File: config.mk
export PLATFORM = sky130hd
export DESIGN_NAME = regfile_wb_arbiter
export DESIGN_NICKNAME = d
export VERILOG_FILES = /design/src/rtl/regfile_wb_arbiter_pkg.sv /design/src/rtl/regfile_wb_arbiter_starve_counter.sv /design/src/rtl/regfile_wb_arbiter.sv
export SDC_FILE = /design/constraint.sdc
export NUM_CORES = 1
export LEC_CHECK = 0
export BUFFER_PORTS_ARGS = -buffer_cell sky130_fd_sc_hd__buf_2
export CORE_UTILIZATION = 30
export DETAILED_ROUTE_END_ITERATION = 7
export SLEW_MARGIN = 20
export SYNTH_ARGS = -nofsm -noshare
export SYNTH_HDL_FRONTEND = slang
export SYNTH_SLANG_ARGS = --single-unit
File: constraint.sdc
create_clock -name clk -period 7 [get_ports clk]
set_input_delay 0.35 -clock clk [delete_from_list [all_inputs] [get_ports clk]]
set_output_delay 0.35 -clock clk [all_outputs]
set_load 0.02 [all_outputs]
File: src/rtl/regfile_wb_arbiter_pkg.sv
// Shared constants and types for the register-file writeback arbiter.
package regfile_wb_arbiter_pkg;

    localparam int REG_ADDR_W = 5;
    localparam int XLEN       = 64;
    localparam int CNT_W      = 4;

    // One writeback request as seen by the register file write port.
    typedef struct packed {
        logic [REG_ADDR_W-1:0] rd;
        logic [XLEN-1:0]       data;
    } wb_req_t;

    // Which requester owns the write port this cycle.
    typedef enum logic [1:0] {
        GRANT_NONE,
        GRANT_ALU,
        GRANT_LSU
    } wb_grant_e;

    // x0 is hardwired to zero, so writes to it never need the port.
    function automatic logic is_x0(input logic [REG_ADDR_W-1:0] rd);
        return (rd == '0);
    endfunction

endpackage

File: src/rtl/regfile_wb_arbiter_starve_counter.sv
// Saturating count of consecutive cycles the ALU writeback was denied.
module wb_starve_counter #(
    parameter int MAX_WAIT = 3
) (
    input  logic                                   clk,
    input  logic                                   reset,
    input  logic                                   inc,
    input  logic                                   clr,
    output logic [regfile_wb_arbiter_pkg::CNT_W-1:0] count,
    output logic                                   at_max
);
    import regfile_wb_arbiter_pkg::*;

    localparam logic [CNT_W-1:0] MAX_VAL = CNT_W'(MAX_WAIT);

    logic [CNT_W-1:0] count_reg;
    logic [CNT_W-1:0] count_next;

    // Clear wins over increment; increment stops at MAX_VAL.
    always_comb begin
        count_next = count_reg;
        if (clr) begin
            count_next = '0;
        end else if (inc && (count_reg != MAX_VAL)) begin
            count_next = count_reg + 1'b1;
        end
    end

    // Counter state register.
    always_ff @(posedge clk) begin
        if (reset) begin
            count_reg <= '0;
        end else begin
            count_reg <= count_next;
        end
    end

    assign count  = count_reg;
    assign at_max = (count_reg == MAX_VAL);

endmodule

File: src/rtl/regfile_wb_arbiter.sv
// Two-source writeback arbiter in front of the register file write port.
// LSU has fixed priority; the ALU is forced through after MAX_WAIT losses.
// x0 writes are accepted immediately and never occupy the port.
module regfile_wb_arbiter #(
    parameter int XLEN     = regfile_wb_arbiter_pkg::XLEN,
    parameter int MAX_WAIT = 3
) (
    input  logic                                        clk,
    input  logic                                        reset,
    input  logic                                        alu_valid_i,
    input  logic [regfile_wb_arbiter_pkg::REG_ADDR_W-1:0] alu_rd_i,
    input  logic [XLEN-1:0]                             alu_data_i,
    output logic                                        alu_ready_o,
    input  logic                                        lsu_valid_i,
    input  logic [regfile_wb_arbiter_pkg::REG_ADDR_W-1:0] lsu_rd_i,
    input  logic [XLEN-1:0]                             lsu_data_i,
    output logic                                        lsu_ready_o,
    output logic [regfile_wb_arbiter_pkg::REG_ADDR_W-1:0] rd_addr_o,
    output logic                                        wr_en_o,
    output logic [XLEN-1:0]                             wr_data_o,
    output logic [regfile_wb_arbiter_pkg::CNT_W-1:0]    starve_cnt_o
);
    import regfile_wb_arbiter_pkg::*;

    logic                  alu_x0;
    logic                  lsu_x0;
    logic                  alu_nz;
    logic                  lsu_nz;
    logic                  at_max;
    logic                  starve_inc;
    logic                  starve_clr;
    logic [CNT_W-1:0]      starve_cnt;
    wb_grant_e             grant;

    logic                  wr_en_reg;
    logic                  wr_en_next;
    logic [REG_ADDR_W-1:0] rd_addr_reg;
    logic [REG_ADDR_W-1:0] rd_addr_next;
    logic [XLEN-1:0]       wr_data_reg;
    logic [XLEN-1:0]       wr_data_next;

    wb_starve_counter #(
        .MAX_WAIT (MAX_WAIT)
    ) u_starve (
        .clk    (clk),
        .reset  (reset),
        .inc    (starve_inc),
        .clr    (starve_clr),
        .count  (starve_cnt),
        .at_max (at_max)
    );

    // Classify requests, pick the port owner and drive the handshakes.
    always_comb begin
        alu_x0 = alu_valid_i && is_x0(alu_rd_i);
        lsu_x0 = lsu_valid_i && is_x0(lsu_rd_i);
        alu_nz = alu_valid_i && !is_x0(alu_rd_i);
        lsu_nz = lsu_valid_i && !is_x0(lsu_rd_i);

        grant = GRANT_NONE;
        if (!reset) begin
            if (alu_nz && (!lsu_nz || at_max)) begin
                grant = GRANT_ALU;
            end else if (lsu_nz) begin
                grant = GRANT_LSU;
            end
        end

        alu_ready_o = !reset && (alu_x0 || (grant == GRANT_ALU));
        lsu_ready_o = !reset && (lsu_x0 || (grant == GRANT_LSU));

        // Any cycle the ALU is not a losing non-x0 requester resets the wait.
        starve_inc = !reset && alu_nz && (grant != GRANT_ALU);
        starve_clr = !starve_inc;
    end

    // Next value of the write port; address/data hold when idle.
    always_comb begin
        wr_en_next   = 1'b0;
        rd_addr_next = rd_addr_reg;
        wr_data_next = wr_data_reg;
        case (grant)
            GRANT_ALU: begin
                wr_en_next   = 1'b1;
                rd_addr_next = alu_rd_i;
                wr_data_next = alu_data_i;
            end
            GRANT_LSU: begin
                wr_en_next   = 1'b1;
                rd_addr_next = lsu_rd_i;
                wr_data_next = lsu_data_i;
            end
            default: ;
        endcase
    end

    // Registered write port; reset drops any write still in flight.
    always_ff @(posedge clk) begin
        if (reset) begin
            wr_en_reg   <= 1'b0;
            rd_addr_reg <= '0;
            wr_data_reg <= '0;
        end else begin
            wr_en_reg   <= wr_en_next;
            rd_addr_reg <= rd_addr_next;
            wr_data_reg <= wr_data_next;
        end
    end

    assign wr_en_o      = wr_en_reg;
    assign rd_addr_o    = rd_addr_reg;
    assign wr_data_o    = wr_data_reg;
    assign starve_cnt_o = starve_cnt;

endmodule

# [After elaboration in Yosys (flattened, before gate mapping)]
# Index checks and enable logic that the tools add are counted.
[totals] reg_bits=74 input_bits=142 wordCells=39
[op_classes] n_addsub=1 n_eq_ne=5 muxes=6 n_bitwise=1 reduce_logical=22
[ops] operator="one-hot mux 64 bit (2 select lines)" n=1
[ops] operator="logical AND 1 bit" n=10
[ops] operator="zero test 5 bit" n=2
[ops] operator="one-hot mux 5 bit (2 select lines)" n=1
[ops] operator="two-way mux 2 bit" n=3
[ops] operator="adder 4 x 1 -> 4 bit, second input constant" n=1
[ops] operator="equality test 4 x 2 -> 1 bit, second input constant" n=1
[ops] operator="zero test 1 bit" n=4
[ops] operator="inequality test 4 x 2 -> 1 bit, second input constant" n=1
[ops] operator="OR reduction 2 bit" n=2
[ops] operator="logical OR 1 bit" n=3
[ops] operator="equality test 2 x 1 -> 1 bit, second input constant" n=1
[ops] operator="equality test 2 bit, second input constant" n=1
[ops] operator="inequality test 2 x 1 -> 1 bit, second input constant" n=1
[ops] operator="nonzero test 2 bit" n=1
[ops] operator="two-way mux 1 bit" n=1
[ops] operator="NOT 1 bit" n=1

# [Longest topological paths before layout]
# Gate-level depths: netlist of the first run.
[depth] depth_word=12 mapped_depth=10

# [Cells and area by module]
# From an unflattened synthesis of the first run, not the netlist that was laid out.
[hier_totals] cells_unflattened=346 hier_area_um2=3597.2
[by_module_without_submodules] mod="regfile_wb_arbiter" n_inst=1 cells_each=324 area_per_inst_um2=3392.0 seq_area_each_um2=1401.3
[by_module_without_submodules] mod="wb_starve_counter" n_inst=1 cells_each=22 area_per_inst_um2=205.2 seq_area_each_um2=80.1

# [Worst setup path after synthesis of the first run]
# Ideal clock, no wire load.
[synth_timing] path_type="register to register" start="reg u_starve.count_reg[0] (netlist: u_starve.count[0])" end="reg wr_data_reg[19] (netlist: wr_data_o[19])" t_arrival_ps=2791 t_required_ps=6872 setup_slack_ps=4081 stages_incl_launch_ff=10 path_buffers=3 cell_sequence="dfxtp_1 -> ha_1 -> or3b_2 -> clkbuf_1 -> a311o_1 -> ha_1 -> clkbuf_1 -> clkbuf_1 -> mux2i_1 -> nor2_1"
[synth_via] elab_chain_len=7
[synth_lines] item="from (decl)" line="regfile_wb_arbiter_starve_counter.sv:16" source="logic [CNT_W-1:0] count_reg;"
[synth_lines] item="from (signal assigned)" line="regfile_wb_arbiter_starve_counter.sv:34" source="count_reg <= count_next;"
[synth_lines] item="equality test 4 x 2 -> 1 bit (*)" line="regfile_wb_arbiter_starve_counter.sv:39" source="assign at_max = (count_reg == MAX_VAL);"
[synth_lines] item="logical OR 1 bit (*)" line="regfile_wb_arbiter.sv:62" source="if (alu_nz && (!lsu_nz || at_max)) begin"
[synth_lines] item="logical AND 1 bit (*)" line="regfile_wb_arbiter.sv:62"
[synth_lines] item="two-way mux 2 bit (*)" line="regfile_wb_arbiter.sv:62"
[synth_lines] item="two-way mux 2 bit (*)" line="regfile_wb_arbiter.sv:61" source="if (!reset) begin"
[synth_lines] item="equality test 2 bit / equality test 2 x 1 -> 1 bit (equally long branches)" line="regfile_wb_arbiter.sv:82" source="case (grant)"
[synth_lines] item="one-hot mux 64 bit (2 select lines) / nonzero test 2 bit (equally long branches)"
[synth_lines] item="to (signal assigned)" line="regfile_wb_arbiter.sv:106" source="wr_data_reg <= wr_data_next;"
[synth_lines] item="to (decl)" line="regfile_wb_arbiter.sv:39" source="logic [XLEN-1:0] wr_data_reg;"
# Every way passes the cells marked *; elsewhere a longest branch is shown, timed or not.
# A chain may end at the register's enable or synchronous reset.

# [Worst setup path after layout of the first run]
[layout_timing] start="in alu_rd_i[3] in the netlist's numbering" end="out lsu_ready_o"
[layout_via] elab_chain_len=9
[layout_lines] item="from (decl)" line="regfile_wb_arbiter.sv:11" source="input logic [regfile_wb_arbiter_pkg::REG_ADDR_W-1:0] alu_rd_i,"
[layout_lines] item="zero test 5 bit" line="regfile_wb_arbiter_pkg.sv:23" source="return (rd == '0);"
[layout_lines] item="zero test 1 bit" line="regfile_wb_arbiter.sv:57" source="alu_nz = alu_valid_i && !is_x0(alu_rd_i);"
[layout_lines] item="logical AND 1 bit" line="regfile_wb_arbiter.sv:57"
[layout_lines] item="logical AND 1 bit" line="regfile_wb_arbiter.sv:62"
[layout_lines] item="two-way mux 2 bit" line="regfile_wb_arbiter.sv:62"
[layout_lines] item="two-way mux 2 bit" line="regfile_wb_arbiter.sv:61"
[layout_lines] item="equality test 2 bit" line="regfile_wb_arbiter.sv:70" source="lsu_ready_o = !reset && (lsu_x0 || (grant == GRANT_LSU));"
[layout_lines] item="logical OR 1 bit" line="regfile_wb_arbiter.sv:70"
[layout_lines] item="logical AND 1 bit" line="regfile_wb_arbiter.sv:70"
[layout_lines] item="to (decl)" line="regfile_wb_arbiter.sv:17" source="output logic lsu_ready_o,"
# No other way between the ends.

==> results.ini, run 1 <==
[sta]
setup_slack_ps = 3640
rsz0062_at_grt = false
skew_ps = 8.72
fin_crit_ps = 3360
fin_tns_setup_ps = 0
finalHoldViolations = 0
slew_headroom_pct = 40.3
finalMaxSlewViolations = 0
max_freq_mhz = 297
worstMarginPinSlew_ps = 896
setup_viol = 0
fin_crit_sh_pct = 48.0

[grt]
grt_pass1_wl_mm = 14.2
antenna_found_initial = 0
grt_pass1_vias = 3130
grt_overflow_total = 0
gr-usage-all-layers_pct = 14.2
grt_max_degree = 76

[synth]
ys_top_cells_by_area = dfxtp_1, mux2_2, mux2i_1
synth-warning-count = 0
ys_ff_latch = 74
yosysTopAreaCell = dfxtp_1
netlist-cell-type-count = 24
synthCells = 340
synth_common_cells = nor2_1, dfxtp_1, mux2i_1, mux2_2
synth_ff_type = dfxtp_1
synth_edf_count = 0
async_flop_share_pct = 0
yosysSeqAreaShare_pct = 41.6
netlist_area_um2 = 3560
yosysMostFrequentCell = nor2_1
yosysTopAreaCellShare_pct = 41.6
avgSynthCellArea_um2 = 10.5
synth_nets = 485

[clock_tree]
cts_tree = yes
clock_latency_ps = 320
cts_setup_buffers = 0
path_clk_slew_ps = 60
root_buffer = clkbuf_16
cts.path.max_buffers = 2
numCtsBuffers = 9
cts.repair.resized = 0
cts_num_sinks = 74
cts_hold_buf = 0
htree_levels = 3

[critical_path]
crit_path_max_fanout = 70
rr_worst_depth = 7
cp.required_ps = 6650
cp.arrival_ps = 3010
end_kind = primary output
start_kind = input port
worstSetupPathType = input port to primary output

[cells_and_area]
area_growth_pct = 42.2
final_net_count = 690
drive_above_1_share_pct = 55.7
largest_reg_flops = 64
antenna_cells = 0

[run]
maxCapViolCount = 0

[route]
via_count = 3140
dr.pass1.iters = 5
drc = 0
routed_wl_mm = 8.48
initialDrtViolationCount = 53
final_antenna_net_count = 0
post_drt_wl_per_cell_um = 12.3
vias_per_cell = 4.54

[floorplanning]
dieArea_um2 = 12300
initial_core_util_pct = 31.0
fp.dieH_um = 111
rows = 39
pin_count = 218
core_um2 = 11500
die_w_um = 111

[power]
peakVddDrop_mv = 0.0982
leakage_nw = 2.71
p_per_area_nw_per_um2 = 238

[placed_design]
portBuffers = 217
globalplace.congestion = 0.721
dp_slack_ps = 3570
dp_hpwl_mm = 6.29

[status]
outcome = completed

[worst_hold_path]
hp-class = input port to flip-flop
hold_depth = 4

==> critical path, cell delays in order <==
cell,delay [ps]
buf_2,110
or4_4,540
or2_4,250
a311oi_1,410
ha_4,790
inv_1,90
o22ai_1,240
buf_2,210
==> final timing paths <==
check               startpoint       endpoint  slack (ps)
max reg2reg  u_starve.count[0]  wr_data_o[34]        3700
min reg2reg      wr_data_o[60]  wr_data_o[60]         490
min             lsu_data_i[18]  wr_data_o[18]         390
max                alu_rd_i[3]    lsu_ready_o        3640
==> per-stage QoR <==
stage	hold slack (ps)	instance area (um^2)	power (mW)	cells	utilization, %
final	387	5060	1.20	692	44.1
after global routing	385	5060	1.27	692	44.1
after CTS	373	5060	1.23	692	44.1
after detailed placement	482	4740	0.733	677	41.3
after global placement	472	4740	0.728	677	41.3
after floorplan	590	3560	0.641	340	-
==> routing by layer <==
| layer | part of all wire (%) | track usage [%] | up-vias |
|---|---|---|---|
| met5 | 0 | 0 | - |
| met4 | 1.5 | 5.60 | 0 |
| met3 | 7.2 | 3.77 | 11 |
| met2 | 52 | 26.1 | 129 |
| met1 | 40 | 15.2 | 1421 |
| li1 | - | - | 1579 |
==> cell families (layout without fill, tap and decap cells) <==
kind of cell | Yosys count | in the layout | synth area share (%)
AO/OA/AOI/OAI | 7 | 7 | 1.55
XOR/XNOR | 3 | 3 | 0.739
adder cells (fa/ha/maj) | 3 | 3 | 1.06
buffers and inverters | 27 | 236 | 3.27
flip-flops | 74 | 74 | 41.6
multiplexers | 139 | 139 | 41.5
AND/OR/NAND/NOR | 87 | 87 | 10.2
==> report_power, final <==
part / internal (mW) / switching (mW) / total, mW
logic: 0.123 / 0.128 / 0.251
registers: 0.454 / 0.0155 / 0.469
clock network: 0.320 / 0.163 / 0.483
total: 0.897 / 0.306 / 1.20
==> final cells by class <==
| class | count | area [um^2] |
|---|---|---|
| sequential | 74 | 1480 |
| clock buffer | 11 | 243 |
| inverter | 2 | 7.51 |
| fill | 1119 | 6410 |
| clock inverter | 4 | 76.3 |
| timing repair buffer | 219 | 1100 |
| multi-input combinational | 239 | 1970 |
| tap | 143 | 179 |
==> layout by cell type, fill, tap and decap left out, types with 2 or more instances in the layout <==
cell type and n:
a311o_1 2, a311oi_1 2, buf_2 217, buf_4 2, bufinv_16 2, clkbuf_16 9
dfxtp_1 74, ha_1 2, inv_1 2, mux2_2 69, mux2i_1 70, nand2b_1 2
nor2_1 75, nor3_1 2, nor3b_1 2, o22ai_1 2, xnor2_1 2
No activity file was read; power rests on OpenSTA's default activity.
==> run 2: changes to the inputs <==
==> constraint.sdc (replaced) <==
create_clock -name clk -period 3.3 [get_ports clk]
set_input_delay 0.165 -clock clk [delete_from_list [all_inputs] [get_ports clk]]
set_output_delay 0.165 -clock clk [all_outputs]
set_load 0.02 [all_outputs]
==> run 2 against run 1 <==
Net effect: sequential share of layout area shrank 0.31 points; final cell count grew 0.58%; sequential power is 110% higher; setup slack lost 3100 ps; die area unchanged; via count up 1.6%; clock-buffer cell count up 2; critical path type is now flip-flop to flip-flop; utilization increased by 0.47 points.
==> results.ini, run 2 (synthesis gave the netlist of run 1 again) <==
[route]
initialDrtViolationCount = 71  ; +34%
via_count = 3191  ; +1.6%
vias_per_cell = 4.58  ; +1.0%
post_drt_wl_per_cell_um = 12.9  ; +5.6%
final_antenna_net_count = 0  ; unchanged
dr.pass1.iters = 4  ; -1
routed_wl_mm = 9.01  ; +6.2%
drc = 0  ; unchanged

[clock_tree]
clock_latency_ps = 330  ; about the same
cts_setup_buffers = 0  ; unchanged
cts.repair.resized = 0  ; unchanged
cts_tree = yes
htree_levels = 3  ; unchanged
numCtsBuffers = 9  ; unchanged
cts_num_sinks = 74  ; unchanged
cts_hold_buf = 0  ; unchanged
path_clk_slew_ps = 50  ; about the same
cts.path.max_buffers = 2  ; unchanged
root_buffer = clkbuf_16

[cells_and_area]
antenna_cells = 0  ; unchanged
area_growth_pct = 43.8
finish.instance_area_um2 = 5110  ; +1.1%
utilization_pct = 44.6  ; +0.47 points
drive_above_1_share_pct = 56.1  ; +0.32 points
layout_common_cells = buf_2, nor2_1, dfxtp_1, mux2i_1, mux2_2
final_common_cell = buf_2
multi_input_area_um2 = 1970  ; unchanged
largest_reg_flops = 64  ; unchanged
final_cells = 696  ; +0.58%
final_net_count = 694  ; +0.58%
final.fill_count = 1136  ; +1.5%
register_area_um2 = 1480  ; unchanged

[floorplanning]
die_w_um = 111  ; unchanged
core_um2 = 11500  ; unchanged
initial_core_util_pct = 31.0  ; unchanged
rows = 39  ; unchanged
fp.dieH_um = 111  ; unchanged
dieArea_um2 = 12300  ; unchanged
pin_count = 218  ; unchanged

[critical_path]
worst-path-buf-inv = 1  ; -2
crit_chain = ha_1 -> or3b_2 -> a311o_1 -> ha_4 -> buf_12 -> mux2i_1 -> nor2_1
crit_family = adder cells
end_kind = flip-flop
crit_path_max_fanout = 27  ; -61%
cp.arrival_ps = 2960  ; -50 ps
cp.required_ps = 3480  ; -3170 ps
slowest_stage = or3b_2
start_kind = flip-flop
critPathMaxStageDelay_ps = 520  ; -270 ps
worstSetupPathType = flip-flop to flip-flop

[grt]
grt_pass1_wl_mm = 14.7  ; +3.4%
gr-usage-all-layers_pct = 14.9  ; +0.77 points
grt_pass1_vias = 3212  ; +2.6%
grt_max_degree = 73  ; -3.9%
grt_overflow_total = 0  ; unchanged
antenna_found_initial = 0  ; unchanged

[sta]
finalMaxSlewViolations = 0  ; unchanged
fin_crit_sh_pct = 84.1
skew_ps = 4.46  ; -4.26 ps
rsz0062_at_grt = false
slew_headroom_pct = 50.5  ; +10 points
max_freq_mhz = 360
whs_ps = 194  ; -192 ps
fin_tns_setup_ps = 0  ; unchanged
setup_viol = 0  ; unchanged
finalHoldViolations = 0  ; unchanged
setup_slack_ps = 523  ; -3110 ps
worstMarginPinSlew_ps = 742  ; -154 ps
fin_crit_ps = 2780

[placed_design]
dp_hpwl_mm = 6.73  ; +7.1%
portBuffers = 217  ; unchanged
globalplace.congestion = 0.749  ; +4.0%
placed_area_um2 = 4810  ; +1.4%
dp_slack_ps = 464  ; -3110 ps
dp_cells = 681  ; +0.59%

[worst_hold_path]
hp-class = input port to flip-flop

[run]
maxCapViolCount = 0  ; unchanged

[power]
peakVddDrop_mv = 0.234  ; +140%
total_power_mw = 2.53  ; +110%
p_per_area_nw_per_um2 = 495  ; +110%
leakage_nw = 2.74  ; +1.3%

[status]
outcome = completed

==> run 2: power by group <==
| group | total (mW) | switching [mW] | internal (mW) | leakage (nW) |
|---|---|---|---|---|
| combinational | 0.547 | 0.277 | 0.270 | 1.98 |
| clock | 0.988 | 0.346 | 0.641 | 0.152 |
| sequential | 0.995 | 0.0328 | 0.962 | 0.607 |
==> run 2: final timing paths <==
kind                startpoint             to  slack (ps)  cells after the start
max          u_starve.count[0]  wr_data_o[30]         520                      7
min reg2reg       wr_data_o[2]   wr_data_o[2]         490                      2
min             lsu_data_i[60]  wr_data_o[60]         190                      4
max reg2reg  u_starve.count[0]  wr_data_o[30]         520                      7
==> run 2: final cells by class <==
class                   count  area share, %
clock buffers              13           5.29
inverters                   2          0.147
repair buffers            223           22.9
multi-input cells         239           38.6
flip-flops and latches     74           29.0
clock inverters             2          0.685
well taps                 143           3.50
==> run 2: worst reg2reg max path: stages (launching register included) <==
cell     delay (ps)
dfxtp_1         400
ha_1            220
or3b_2          520
a311o_1         420
ha_4            490
buf_12          270
mux2i_1         250
nor2_1           60
==> run 2: metal layers <==
metal	wire length [um]	GRT usage, %
met1	3620	15.7
met2	4580	27.3
met3	630	4.21
met4	169	6.93
met5	0	0
==> run 3: changes to the inputs <==
--- a/config.mk
+++ b/config.mk
@@ -5,6 +5,7 @@
 export SDC_FILE = /design/constraint.sdc
 export NUM_CORES = 1
 export LEC_CHECK = 0
+export ABC_AREA = 1
 export BUFFER_PORTS_ARGS = -buffer_cell sky130_fd_sc_hd__buf_2
 export CORE_UTILIZATION = 30
 export DETAILED_ROUTE_END_ITERATION = 7
==> constraint.sdc (replaced) <==
create_clock -name clk -period 2.4 [get_ports clk]
set_input_delay 0.12 -clock clk [delete_from_list [all_inputs] [get_ports clk]]
set_output_delay 0.12 -clock clk [all_outputs]
set_load 0.02 [all_outputs]
==> run 3 against run 2 <==
Net effect: wire length up 15%; clock power is 17% higher; register-to-register slack got worse by 290 ps; flip-flop and latch count did not move; utilization is 1.6 points lower; sequential power rose by 39%; clock skew grew 4.1 ps; combinational power grew 16%; global-route usage grew 2.6 points; via count grew 17%; first-iteration DRC count grew to 3.4 times the previous value; final cell count up 12%; highest routed layer unchanged.
==> results.ini, run 3 <==
[route]
highest_layer = met4
initialDrtViolationCount = 244  ; +240%
via_count = 3747  ; +17%
wl_met1_mm = 4.40  ; +21%
final_antenna_net_count = 0  ; unchanged
dr.pass1.iters = 5  ; +1
wl_met3_um = 837  ; +33%
routed_wl_mm = 10.3  ; +15%
wl_met2_mm = 4.98  ; +8.7%
vias_per_cell = 4.82  ; +5.0%
post_drt_wl_per_cell_um = 13.3  ; +2.5%
drc = 0  ; unchanged

[synth]
yosysMostFrequentCell = o21ai_1
ys_ff_latch = 74  ; unchanged
yosysSeqAreaShare_pct = 44.2  ; +2.5 points
netlist-cell-type-count = 21  ; -13%
synth_common_cells = o21ai_1, nor2_1, dfxtp_1, nand3_1, buf_6
synth_nets = 577  ; +19%
async_flop_share_pct = 0  ; unchanged
netlist_area_um2 = 3350  ; -5.7%
synth-warning-count = 0  ; unchanged
yosysTopAreaCellShare_pct = 44.2  ; +2.5 points
synthCells = 432  ; +27%
yosysTopAreaCell = dfxtp_1
avgSynthCellArea_um2 = 7.76  ; -26%
synth_edf_count = 0  ; unchanged
ys_top_cells_by_area = dfxtp_1, o21ai_1, nand3_1
synth_ff_type = dfxtp_1

[cells_and_area]
antenna_cells = 0  ; unchanged
layout_common_cells = buf_2, o21ai_1, nor2_1, dfxtp_1, nand3_1
area_growth_pct = 39.5
largest_reg_flops = 64  ; unchanged
final_cells = 778  ; +12%
final_common_cell = buf_2
final_net_count = 779  ; +12%
utilization_pct = 43.0  ; -1.6 points
finish.instance_area_um2 = 4680  ; -8.5%
drive_above_1_share_pct = 40.3  ; -16 points

[power]
p_per_area_nw_per_um2 = 678  ; +37%
leakage_nw = 2.25  ; -18%
peakVddDrop_mv = 0.298  ; +27%

[worst_hold_path]
hp-class = input port to flip-flop

[placed_design]
dp_hpwl_mm = 7.41  ; +10%
globalplace.congestion = 0.742  ; -0.99%
dp_cells = 763  ; +12%
portBuffers = 217  ; unchanged
placed_area_um2 = 4430  ; -7.8%

[sta]
skew_ps = 8.54  ; +4.09 ps
max_freq_mhz = 456
setup_viol = 0  ; unchanged
slew_headroom_pct = 69.3  ; +19 points
rsz0062_at_grt = false
finalHoldViolations = 0  ; unchanged
whs_ps = 25.8  ; -168 ps
worstMarginPinSlew_ps = 460  ; -282 ps
fin_crit_ps = 2190
fin_crit_sh_pct = 91.4
finalMaxSlewViolations = 0  ; unchanged
fin_tns_setup_ps = 0  ; unchanged

[critical_path]
cp.required_ps = 2280  ; -1200 ps
cp.arrival_ps = 2070  ; -890 ps
end_kind = primary output
crit_path_max_fanout = 7  ; -74%
worstSetupPathType = flip-flop to primary output
start_kind = flip-flop

[floorplanning]
die_w_um = 108  ; -2.9%
fp.dieH_um = 108  ; -2.9%
rows = 38  ; -2.6%
initial_core_util_pct = 30.8  ; -0.22 points
pin_count = 218  ; unchanged
dieArea_um2 = 11600  ; -5.6%
core_um2 = 10900  ; -5.1%

[status]
outcome = completed

[clock_tree]
cts_num_sinks = 74  ; unchanged
numCtsBuffers = 9  ; unchanged
cts_tree = yes
path_clk_slew_ps = 80  ; +30 ps
cts_hold_buf = 0  ; unchanged
cts_setup_buffers = 0  ; unchanged
clock_latency_ps = 340  ; about the same
root_buffer = clkbuf_8
cts.path.max_buffers = 2  ; unchanged
htree_levels = 3  ; unchanged

[grt]
grt_max_degree = 50  ; -32%
grt_pass1_vias = 3367  ; +4.8%
grt_pass1_wl_mm = 15.9  ; +8.3%
gr-usage-all-layers_pct = 17.5  ; +2.6 points
antenna_found_initial = 0  ; unchanged
grt_overflow_total = 0  ; unchanged

[run]
maxCapViolCount = 0  ; unchanged

run 3: cell count changes after synthesis, sizes merged, moves of 3 or more:
cell / previous run / this run
o21ai: 1 / 138
nand2: 1 / 7
inv: 2 / 9
mux2i: 70 / 0
a21oi: 0 / 3
mux2: 69 / 0
clkbuf: 12 / 5
nand4: 0 / 3
nand3: 1 / 76
buf: 13 / 31
nor2: 75 / 80
run 3: worst paths after layout:
path | from | endpoint | slack [ps] | depth (start not counted)
min | lsu_data_i[55] | wr_data_o[55] | 30 | 3
max reg2reg | u_starve.count[0] | wr_data_o[14] | 230 | 9
max | u_starve.count[0] | lsu_ready_o | 210 | 8
min reg2reg | rd_addr_o[0] | rd_addr_o[0] | 470 | 2
run 3: routing by layer:
layer / GRT usage [%] / vias up
met3: 4.36 / 8
li1: - / 1892
met2: 30.7 / 168
met4: 6.36 / 0
met1: 20.6 / 1679
met5: 0 / -
run 3: cell type report:
type / instances / area (um^2)
Clock buffer: 10 / 138
Clock inverter: 5 / 103
Fill cell: 1144 / 6210
Inverter: 9 / 36.3
Multi-Input combinational cell: 313 / 1560
Sequential cell: 74 / 1480
Tap cell: 140 / 175
Timing Repair Buffer: 227 / 1190
run 3: stage by stage:
step / total power, mW / worst slack (ps)
CTS: 3.22 / 141
global route: 3.35 / 0.663
detailed placement: 2.04 / 144
global placement: 2.04 / 274
finish: 3.17 / 206
floorplan: 1.78 / 326
run 3: repair_timing:
item                       4_1_cts  5_1_grt
setup endpoints to repair        0       35
hold endpoints to repair         0        0
gates resized for setup          0        1
run 3: cell families (layout without fill, tap and decap cells):
kind of cell,after synthesis,in the layout,share of synthesized area (%)
xor gates and xnor gates,3,3,0.784
DFF,74,74,44.2
AOI/OAI and AO/OA,141,141,21.8
adders and majority gates,3,3,1.12
and+or+nand+nor,166,166,22.6
buffers and inverters,45,251,9.51
run 3: report_power, final:
| part | switching, mW | internal, mW | leakage (nW) | total (mW) |
|---|---|---|---|---|
| combinational | 0.393 | 0.243 | 1.53 | 0.635 |
| sequential | 0.0501 | 1.32 | 0.606 | 1.38 |
| clock | 0.452 | 0.712 | 0.118 | 1.16 |
run 3: worst max-delay path, cell delays in order, from the launching register on:
cell and delay (ps):
dfxtp_1 350, ha_1 250, nand2_1 150, nand3_1 140
a21oi_1 190, ha_2 230, inv_2 90, a21oi_1 160
buf_2 190
